$ cat src/rtl/mul_div_unit.sv
// -----------------------------------------------------------------------------
// mul_div_unit
//
// Iterative multiply/divide unit for the EX stage. Executes MULT, MULTU, DIV
// and DIVU one bit per cycle (radix-2 shift-add multiply, radix-2 restoring
// divide) and owns the architectural HI/LO registers, which MTHI/MTLO can also
// write while the unit is idle.
//
// Optional feature (compile-time macro MD_EARLY_OUT_EN):
//   When defined, a start whose operands include a zero skips the iterative
//   datapath. Multiply-by-zero and zero-dividend give HI=LO=0, and
//   divide-by-zero gives the same values as the full algorithm. Such an op
//   holds Md_busy for 1 cycle. When the macro is undefined, every operation
//   takes the full 34 cycles and no zero-detect logic is built.
//
// Ports:
//   clk        in   1   clock, rising edge
//   rst        in   1   synchronous active-high reset
//   Md_start   in   1   start request, only sampled in IDLE
//   Md_op      in   2   00 MULT, 01 MULTU, 10 DIV, 11 DIVU
//   Md_a       in  32   rs operand (multiplicand / dividend)
//   Md_b       in  32   rt operand (multiplier / divisor)
//   Hi_we      in   1   MTHI write enable
//   Lo_we      in   1   MTLO write enable
//   Md_wdata   in  32   MTHI/MTLO data
//   Md_busy    out  1   high while an operation is in flight
//   Md_done    out  1   one-cycle pulse after HI/LO take a new result
//   Hi_out     out 32   HI register
//   Lo_out     out 32   LO register
//   dbg_state  out  2   current FSM state, for observation only
//
// Handshake: a start is accepted on a rising edge where Md_start=1 and
// Md_busy=0. Md_busy then stays high until the result is written, and Md_done
// is high for exactly the one cycle after that write. Starts and MTHI/MTLO
// writes seen while Md_busy=1 are dropped, not queued. An accepted start
// takes priority over an MTHI/MTLO write in the same cycle.
//
// Timing for a start accepted at edge E0: PREP in the cycle after E0, CALC for
// the 32 cycles after E1..E32, SIGN in the cycle after E33. HI/LO are written
// at E34, so Md_busy is high for 34 cycles.
// -----------------------------------------------------------------------------
module mul_div_unit #(
    parameter int ITERS = 32
) (
    input  logic        clk,
    input  logic        rst,
    input  logic        Md_start,
    input  logic [1:0]  Md_op,
    input  logic [31:0] Md_a,
    input  logic [31:0] Md_b,
    input  logic        Hi_we,
    input  logic        Lo_we,
    input  logic [31:0] Md_wdata,
    output logic        Md_busy,
    output logic        Md_done,
    output logic [31:0] Hi_out,
    output logic [31:0] Lo_out,
    output logic [1:0]  dbg_state
);

    localparam logic [1:0] S_IDLE = 2'd0;
    localparam logic [1:0] S_PREP = 2'd1;
    localparam logic [1:0] S_CALC = 2'd2;
    localparam logic [1:0] S_SIGN = 2'd3;

    localparam int CW = $clog2(ITERS);
    localparam logic [CW-1:0] LAST_CNT = CW'(ITERS - 1);

    logic [1:0]    state;
    logic [1:0]    op_q;
    logic          sign_a;
    logic          sign_b;
    logic [31:0]   a_q;
    logic [31:0]   b_q;
    logic [31:0]   mag_a;
    logic [31:0]   mag_b;
    // Multiply: 64-bit product with the multiplier initially in the low half.
    // Divide: {remainder, quotient} with the dividend initially in the low half.
    logic [63:0]   acc;
    logic [CW-1:0] cnt;
    logic [31:0]   hi_q;
    logic [31:0]   lo_q;
    logic          done_q;
`ifdef MD_EARLY_OUT_EN
    logic          early_q;
    logic          early_hit;
`endif

    logic          is_div_q;
    logic [31:0]   abs_a;
    logic [31:0]   abs_b;
    logic [32:0]   mul_sum;
    logic [63:0]   mul_next;
    logic [32:0]   div_rem;
    logic          div_ge;
    logic [31:0]   div_sub;
    logic [63:0]   div_next;
    logic [63:0]   prod_neg;
    logic [31:0]   quot_neg;
    logic [31:0]   rem_neg;
    logic [31:0]   res_hi;
    logic [31:0]   res_lo;

    assign is_div_q = op_q[1];

    // Magnitudes of the latched raw operands. The sign flags are already
    // zero for unsigned ops, so those pass through unchanged. 0x80000000
    // negates to itself, which is the correct unsigned magnitude.
    assign abs_a = sign_a ? (~a_q + 32'd1) : a_q;
    assign abs_b = sign_b ? (~b_q + 32'd1) : b_q;

    // One shift-add step. The 33-bit sum keeps the carry out of the upper
    // half so the right shift brings it back in as the new MSB.
    assign mul_sum  = {1'b0, acc[63:32]} + (acc[0] ? {1'b0, mag_a} : 33'd0);
    assign mul_next = {mul_sum, acc[31:1]};

    // One restoring step. After the left shift the partial remainder is 33
    // bits wide. When it is >= divisor, the difference fits in 32 bits, so
    // only the low 32 bits of the subtraction are kept.
    assign div_rem  = acc[63:31];
    assign div_ge   = (div_rem >= {1'b0, mag_b});
    assign div_sub  = div_rem[31:0] - mag_b;
    assign div_next = {(div_ge ? div_sub : div_rem[31:0]), acc[30:0], div_ge};

    assign prod_neg = ~acc + 64'd1;
    assign quot_neg = ~acc[31:0] + 32'd1;
    assign rem_neg  = ~acc[63:32] + 32'd1;

`ifdef MD_EARLY_OUT_EN
    assign early_hit = (Md_a == 32'd0) || (Md_b == 32'd0);
`endif

    // Final sign correction, applied in SIGN and written to HI/LO on the
    // SIGN->IDLE edge. The quotient takes the sign of a^b. The remainder takes
    // the sign of the dividend.
    always_comb begin
        res_hi = 32'd0;
        res_lo = 32'd0;
        if (!is_div_q) begin
            if (sign_a ^ sign_b) begin
                res_hi = prod_neg[63:32];
                res_lo = prod_neg[31:0];
            end else begin
                res_hi = acc[63:32];
                res_lo = acc[31:0];
            end
        end else begin
            res_lo = (sign_a ^ sign_b) ? quot_neg : acc[31:0];
            res_hi = sign_a ? rem_neg : acc[63:32];
        end
`ifdef MD_EARLY_OUT_EN
        // The iterative datapath did not run, so force the results. Divide by
        // zero reproduces what the restoring algorithm would have produced.
        if (early_q) begin
            if (is_div_q && (b_q == 32'd0)) begin
                res_hi = a_q;
                res_lo = sign_a ? 32'h0000_0001 : 32'hFFFF_FFFF;
            end else begin
                res_hi = 32'd0;
                res_lo = 32'd0;
            end
        end
`endif
    end

    always_ff @(posedge clk) begin
        if (rst) begin
            state   <= S_IDLE;
            op_q    <= 2'd0;
            sign_a  <= 1'b0;
            sign_b  <= 1'b0;
            a_q     <= 32'd0;
            b_q     <= 32'd0;
            mag_a   <= 32'd0;
            mag_b   <= 32'd0;
            acc     <= 64'd0;
            cnt     <= '0;
            hi_q    <= 32'd0;
            lo_q    <= 32'd0;
            done_q  <= 1'b0;
`ifdef MD_EARLY_OUT_EN
            early_q <= 1'b0;
`endif
        end else begin
            done_q <= 1'b0;
            case (state)
                S_IDLE: begin
                    if (Md_start) begin
                        // Operands are captured raw here. The magnitude
                        // negation happens in PREP, which keeps it off the
                        // start path.
                        op_q   <= Md_op;
                        a_q    <= Md_a;
                        b_q    <= Md_b;
                        sign_a <= ~Md_op[0] & Md_a[31];
                        sign_b <= ~Md_op[0] & Md_b[31];
                        cnt    <= '0;
`ifdef MD_EARLY_OUT_EN
                        early_q <= early_hit;
                        state   <= early_hit ? S_SIGN : S_PREP;
`else
                        state  <= S_PREP;
`endif
                    end else begin
                        if (Hi_we) hi_q <= Md_wdata;
                        if (Lo_we) lo_q <= Md_wdata;
                    end
                end

                S_PREP: begin
                    mag_a <= abs_a;
                    mag_b <= abs_b;
                    acc   <= is_div_q ? {32'd0, abs_a} : {32'd0, abs_b};
                    cnt   <= '0;
                    state <= S_CALC;
                end

                S_CALC: begin
                    acc <= is_div_q ? div_next : mul_next;
                    cnt <= cnt + 1'b1;
                    if (cnt == LAST_CNT) begin
                        state <= S_SIGN;
                    end
                end

                S_SIGN: begin
                    hi_q   <= res_hi;
                    lo_q   <= res_lo;
                    done_q <= 1'b1;
                    state  <= S_IDLE;
                end

                default: state <= S_IDLE;
            endcase
        end
    end

    assign Md_busy   = (state != S_IDLE);
    assign Md_done   = done_q;
    assign Hi_out    = hi_q;
    assign Lo_out    = lo_q;
    assign dbg_state = state;

endmodule

$ cat config.mk
export PLATFORM = sky130hd
export DESIGN_NAME = mul_div_unit
export DESIGN_NICKNAME = d
export VERILOG_FILES = /design/src/rtl/mul_div_unit.sv
export SDC_FILE = /design/constraint.sdc
export NUM_CORES = 1
export LEC_CHECK = 0
export CORE_AREA = 2 2 215 301
export CTS_CLUSTER_DIAMETER = 200
export DETAILED_ROUTE_END_ITERATION = 10
export DIE_AREA = 0 0 217 303
export HOLD_SLACK_MARGIN = 0.15
export PLACE_DENSITY = 0.42
export SYNTH_ARGS = -nofsm -noshare
export SYNTH_HDL_FRONTEND = slang
export SYNTH_SLANG_ARGS = --single-unit
$ cat constraint.sdc
create_clock -name clk -period 5.99 [get_ports clk]
set_input_delay 0.599 -clock clk [delete_from_list [all_inputs] [get_ports clk]]
set_output_delay 0.599 -clock clk [all_outputs]
set_load 0.02 [all_outputs]
Word-level counts from Yosys, hierarchy flattened --
Cells that the tools add are included.
Word-level totals: flip-flop bits (word level) 268, input port bits 103, word-level logic and storage cells 75
Cells by class: add/sub/neg operators 8, order comparisons 1, equality and inequality tests 9, muxes and demuxes 25, bitwise gates (word level) 9, reduce and logical (&&, ||, !) cells 10
Operator list (count):
- 2-to-1 mux 32 bit | 15
- adder 32 x 1 -> 32 bit, second input constant | 4
- NOT 32 bit | 4
- case mux 32 bit (2 select lines) | 2
- case mux 64 bit (2 select lines) | 1
- adder 64 x 1 -> 64 bit, second input constant | 1
- 2-to-1 mux 64 bit | 1
- NOT 64 bit | 1
- adder 32 x 32 -> 33 bit | 1
- greater-or-equal comparator 33 x 32 -> 1 bit | 1
- subtractor 32 bit | 1
- case mux 5 bit (3 select lines) | 1
- inequality test 2 bit, second input constant | 5
- case mux 2 bit (4 select lines) | 1
- AND reduction 2 bit | 3
- AND reduction 3 bit | 2
- nonzero test 2 bit | 3
- adder 5 x 1 -> 5 bit, second input constant | 1
- equality test 5 bit, second input constant | 1
- 2-to-1 mux 5 bit | 1
- equality test 2 bit, second input constant | 2
- 2-to-1 mux 2 bit | 2
- nonzero test 3 bit | 1
- bitwise AND 1 bit | 2
- 5 further kinds | 5

Depth between registers and ports, before layout --
Gate-level depths: netlist of run 1.
depth in word-level cells 5, depth in mapped cells 15

Worst setup path after synthesis of run 1 --
No wires, ideal clock.
kind register -> register, from register acc[0], to register acc[63], arrival 3.361 ns, required time 5.889 ns, slack 2.528 ns, stages on the path, launching flop included 16, period minus slack after synthesis 3.462 ns, cells stage by stage dfxtp_1 clkbuf_1 clkbuf_1 and2_1 ha_1 inv_1 fa_1 nand2b_1 o2bb2ai_1 o21ai_0 a31oi_1 o221a_2 o2111ai_1 a31o_2 a211oi_1 o41ai_1
Between the ends: word-level cells in the longest chain between the ends 4
Ends and longest elaborated chain:
- start, declared | RTL line 79 | logic [63:0] acc;
- start signal, assigned | RTL line 213 | acc <= is_div_q ? {32'd0, abs_a} : {32'd0, abs_b};
- start signal, assigned | RTL line 219 | acc <= is_div_q ? div_next : mul_next;
- 2-to-1 mux 32 bit | RTL line 114 | assign mul_sum = {1'b0, acc[63:32]} + (acc[0] ? {1'b0, mag_a} : 33'd0);
- adder 32 x 32 -> 33 bit | RTL line 114
- 2-to-1 mux 64 bit | RTL line 219
- case mux 64 bit (2 select lines) | RTL line 186 | case (state)
No other way between the ends. A chain may end at the register's enable or synchronous reset.

Final worst setup path of run 1 --
from register acc[0], to register acc[59]
The elaborated chain is that of the path after synthesis.

==> run metrics, run 1 <==
outcome=complete, no violations; initial standard-cell utilization of the core=0.277; placed insts=3128; CTS tree=built; Setup Fix Bufs, Post-CTS=0; Post-Route Hold Slack=0.453 ns; Peak Freq=241 MHz; die height=303 um; via count=16.7k; Slew @ Worst Pin=1.13 ns; Post-synth EDFFs=0; Top Ports=171; Fin. Hold Viols=0; total area of sequential cells=5350 um2; power density cells=453 nW/um2; utilization of the core after routing=0.334; warning count from the yosys run=0; Worst Clk Skew=0.0302 ns; number of endpoints failing setup at the final stage=0; synth-to-layout area growth=20.5%; routed length per placed instance=22.4 um; Yosys reg bits=267; Syn Area/Cell=7.78 um2; top library cells by usage in the layout, fill and taps aside=dfxtp_1, nand2_1, nor2_1, a21oi_1, clkdlybuf4s50_1; WP data required=6.43 ns; clock transition at the registers of the reported paths=0.07 ns; dominant combinational cell family by area after synthesis=compound AO/OA/AOI/OAI gates; total clock buffers created by CTS=31; area of combinational cells with multiple inputs=11300 um2; fill count=6758; setup repair after global routing missed its margin=no; overall power=9540 uW; Adder-Cell Fraction of Synth Area=0.0553; master of the slowest instance on the critical path=a211oi_1; Critical Path Sink Type=register; post-synth cell types=83; overall overflow remaining after global route=0; clock tree sinks=267; number of standard cells in the final layout excluding fillers=3185; category of the worst setup path launch point=register; clock tree buffer depth=3; number of H-tree levels=1; largest net degree at the start of global routing=98; DRC violation count after routing=0; post-CTS resize count=0; fraction of registers with async set/reset=0; crit path kind=register to register; die outline width=217 um; number of antenna violations at the first check in global routing=0; leakage power=0.00804 uW; worst rel slew slack=0.244; VDD IR max=0.422 mV; largest stage delay on the critical path=0.65 ns; class of the most critical hold timing path=register to register; dominant cell type by count on the critical path=o21ai_0; fin nets=2508; met1 wire length=28.7 mm; Final Max Tran Viols=0; CORE AREA=63000 um2; Diodes inserted=0; via count of the first global-routing pass=16.6k; biggest fanout along the worst timing path=38; CTS root buffer=clkbuf_16; Synth area leaders=dfxtp_1, a21oi_1, nor2_1; net count after synthesis=2427; minimum clock period after layout=4.15 ns; cells along the critical path=buf_4 -> and2_1 -> ha_1 -> inv_1 -> fa_1 -> nand2b_1 -> o2bb2ai_1 -> o21ai_0 -> a31oi_1 -> o221a_2 -> o21ai_0 -> mux2i_1 -> a211oi_1 -> o21ai_0; sequential element share of the synthesized area=0.306; count of buffers from port buffering=170; post-detailed-placement half-perimeter wirelength=56.9 mm; later-pin clock latency in the skew report=0.60 ns; fraction of post-synthesis cell area in the top cell type by area=0.306; worst path arrival time=4.59 ns; DRC marker count from the first detailed-route iteration=991; compound-cell area share of the yosys netlist=0.244; length of routed met3 wiring=2.02 mm; area share of xor/xnor cells in the synthesized design=0.0827; Max Used Layer=met4; mapped cell area=17500 um2; overall track demand over capacity in global routing=0.213; final wirelength=71.3 mm; summed negative setup slack over all endpoints=0 ns; wire length on met2=38.1 mm; most frequent standard cell in the layout excluding fill and tap cells=dfxtp_1; ratio of final minimum period to clock period=0.692; floorplan row count=109; mux contribution to synthesized area=0.0532; router iterations before antenna repair=7; main flop type after synthesis=dfxtp_1; floorplan die area=65800 um2; max capacitance violation total=0; library cell occupying the most area in the post-synthesis netlist=dfxtp_1; share of synthesized cell area in and, or, nand and nor gates=0.210; Post-CTS Hold Buffers=0; layout cells sized above 1=0.0552; wire length of the first global-routing pass=106 mm; Cells after Synth=2248; final weighted congestion in routability-driven placement=0.868; antenna viol nets, final=0; ratio of routed vias to standard cells=5.23
## cell families after synthesis
| kind of cell | Yosys count |
|---|---|
| buffers and inverters | 221 |
| flip-flops | 267 |
| XOR/XNOR | 165 |
| AND/OR/NAND/NOR | 798 |
| multiplexers | 67 |
| AO/OA/AOI/OAI | 654 |
| adder cells (fa/ha/maj) | 76 |
## final cells by class
type                            instances  area share
Clock buffer                           39      0.0411
Clock inverter                         18      0.0156
Inverter                               76      0.0135
Multi-Input combinational cell       1760       0.538
Sequential cell                       267       0.254
Tap cell                              832      0.0494
Timing Repair Buffer                  193      0.0890
## layer usage
metal	vias up	global-route usage
met1	8023	0.245
met2	323	0.409
met4	0	0.0749
met5	-	0
li1	8222	-
met3	93	0.0163
## state kept, by name, indices dropped and copies added, names as in the netlist
signal	count
Lo_out	32
op_q	1
acc	64
cnt	5
Md_done	1
mag_a	32
b_q	32
sign_b	1
sign_a	1
mag_b	32
dbg_state	2
a_q	32
Hi_out	32
## where the power goes
part           total (uW)  internal (uW)  switching (uW)
clock network        2230           1410             826
registers            2530           2140             389
logic                4770           1720            3050
total                9540           5270            4270
## worst max-delay path: cells and delay by family (launching register included)
family          cells  cell delay (ns)
compound gates      7             2.25
fa+ha+maj           2             0.57
buf+inv             2             0.41
flops               1             0.31
mux                 1             0.10
simple gates        2             0.36
## Yosys cell counts, drive strengths merged (26+ instances only)
cell type and n:
dfxtp 267, nor2 267, nand2 266, a21oi 231, clkbuf 121, o21ai 106, xnor2 94, a211oi 83
inv 75, ha 74, xor2 71, nor3 51, a21o 49, mux2i 46, and2 41, nand3 26
## final timing paths
| check | slack (ns) | cells after the start | end | from |
|---|---|---|---|---|
| max | 1.84 | 14 | acc[59] | acc[0] |
| min | 0.45 | 2 | Hi_out[2] | Hi_out[2] |
| max reg2reg | 1.84 | 14 | acc[59] | acc[0] |
| min reg2reg | 0.45 | 2 | Hi_out[2] | Hi_out[2] |
## metrics by stage
| stage | setup WS [ns] | instance area [um2] |
|---|---|---|
| floorplan | 2.53 | 17500 |
| global placement | 1.91 | 19900 |
| detailed placement | 1.96 | 19900 |
| CTS | 1.95 | 21100 |
| global route | 1.72 | 21100 |
| finish | 1.84 | 21100 |
Note: power is estimated with default switching activity, not from simulation.
==> inputs of run 2 (changes only) <==
clock period = 3.85 ns   (was 5.99 ns; I/O delays follow)
==> run 2 against run 1 <==
Against the previous run:
- global-route usage rose by 0.51 points
- largest power group unchanged
- critical endpoint is now Hi_out[26]
- worst hold slack worse by 0.25 ns
- largest cell class unchanged
- critical path type unchanged
- worst setup slack worse by 1.6 ns
- sequential power increased by 53%
- via count rose by 2.4%
==> run metrics, run 2 (synthesized netlist as in run 1, its figures left out) <==
WP data required=4.29 ns; setup repair after global routing missed its margin=no; floorplan die area=65800 um2; worst path arrival time=4.04 ns; biggest fanout along the worst timing path=7; Final Max Tran Viols=0; power density cells=694 nW/um2; pre-CTS setup slack=-0.0264 ns; leakage power=0.00829 uW; largest register by flop count=acc; ratio of routed vias to standard cells=5.27; flip-flop count of the largest register after layout=64; post-detailed-placement half-perimeter wirelength=58.3 mm; final wirelength=73.2 mm; crit path kind=register to register; CTS root buffer=clkbuf_16; number of standard cells in the final layout excluding fillers=3236; routed length per placed instance=22.6 um; number of antenna violations at the first check in global routing=0; die outline width=217 um; Fin. Hold Viols=0; via count of the first global-routing pass=16.8k; outcome=complete, no violations; clock tree buffer depth=3; VDD IR max=0.553 mV; minimum clock period after layout=3.60 ns; antenna viol nets, final=0; fin nets=2561; clock transition at the registers of the reported paths=0.06 ns; later-pin clock latency in the skew report=0.54 ns; placed insts=3178; DRC violation count after routing=0; post-placement cell area=20300 um2; number of H-tree levels=2; Peak Freq=277 MHz; most frequent standard cell in the layout excluding fill and tap cells=dfxtp_1; Worst Clk Skew=0.0312 ns; via count=17.1k; largest net degree at the start of global routing=194; Post-CTS Hold Buffers=0; wire length of the first global-routing pass=108 mm; Slew @ Worst Pin=1.25 ns; die height=303 um; max capacitance violation total=0; total clock buffers created by CTS=34; Critical Path Sink Type=register; worst rel slew slack=0.165; worst setup margin=0.246 ns; CTS tree=built; layout cells sized above 1=0.0741; overall power=14900 uW; top library cells by usage in the layout, fill and taps aside=dfxtp_1, nor2_1, nand2_1, a21oi_1, clkdlybuf4s50_1; synth-to-layout area growth=22.7%; initial standard-cell utilization of the core=0.277; DRC marker count from the first detailed-route iteration=955; category of the worst setup path launch point=register; ratio of final minimum period to clock period=0.936; post-route cell area=21400 um2; overall track demand over capacity in global routing=0.218; number of endpoints failing setup at the final stage=0; count of buffers from port buffering=170; clock tree sinks=267; Top Ports=171; floorplan row count=109; class of the most critical hold timing path=primary input to register; overall overflow remaining after global route=0; router iterations before antenna repair=5; final weighted congestion in routability-driven placement=0.872; CORE AREA=63000 um2
-- run 2: cell type report --
class | count | area (um2)
antenna | 1 | 2.50
clock buffer | 47 | 991
clock inverter | 10 | 150
fill | 6758 | 41600
inverter | 76 | 285
multi-input combinational | 1760 | 11300
sequential | 267 | 5350
tap | 832 | 1040
timing repair buffer | 243 | 2290
-- run 2: worst paths after layout --
kind              slack (ns)  cells after the start      start          to
hold reg to reg         0.46                      2  Hi_out[2]   Hi_out[2]
hold / removal          0.21                      2        rst     acc[17]
setup / recovery        0.25                     11    acc[33]  Hi_out[26]
setup reg to reg        0.25                     11    acc[33]  Hi_out[26]
-- run 2: metrics by stage --
step	util	hold slack [ns]	TNS [ns]
6_report	0.340	0.206	0
5_1_grt	0.340	0.210	0
4_1_cts	0.340	0.181	0
3_5_place_dp	0.322	0.443	-0.0264
3_3_place_gp	0.322	0.441	0
2_1_floorplan	-	0.436	0
-- run 2: what timing repair did --
| action | in CTS | in global routing |
|---|---|---|
| setup buffers | 0 | 0 |
| pin swaps | 0 | 0 |
| resized for setup | 1 | 2 |
| endpoints found under the setup margin | 3 | 2 |
-- run 2: layer usage --
layer	share of wire	GRT usage	routed length, um	vias up
met1	0.40	0.250	29100	8182
met4	0.060	0.119	4370	0
met5	0	0	0	-
met3	0.030	0.0172	2190	137
li1	-	-	-	8314
met2	0.51	0.399	37600	423
-- run 2: where the power goes --
| part | leakage (uW) | internal, uW | switching, uW |
|---|---|---|---|
| Clock | 0.000560 | 2000 | 1320 |
| Sequential | 0.00218 | 3340 | 548 |
| Combinational | 0.00555 | 2820 | 4850 |
| Total | 0.00829 | 8160 | 6710 |
-- run 2: critical path, cell delays in order (launching register included) --
cell and delay, ns:
dfxtp_1 0.31, inv_1 0.24, ha_1 0.25, or4b_2 0.72, or4bb_4 0.64, o41ai_1 0.39
o21ai_0 0.15, a21oi_1 0.18, a31oi_1 0.07, xnor2_1 0.15, a211o_1 0.28, a21oi_1 0.13
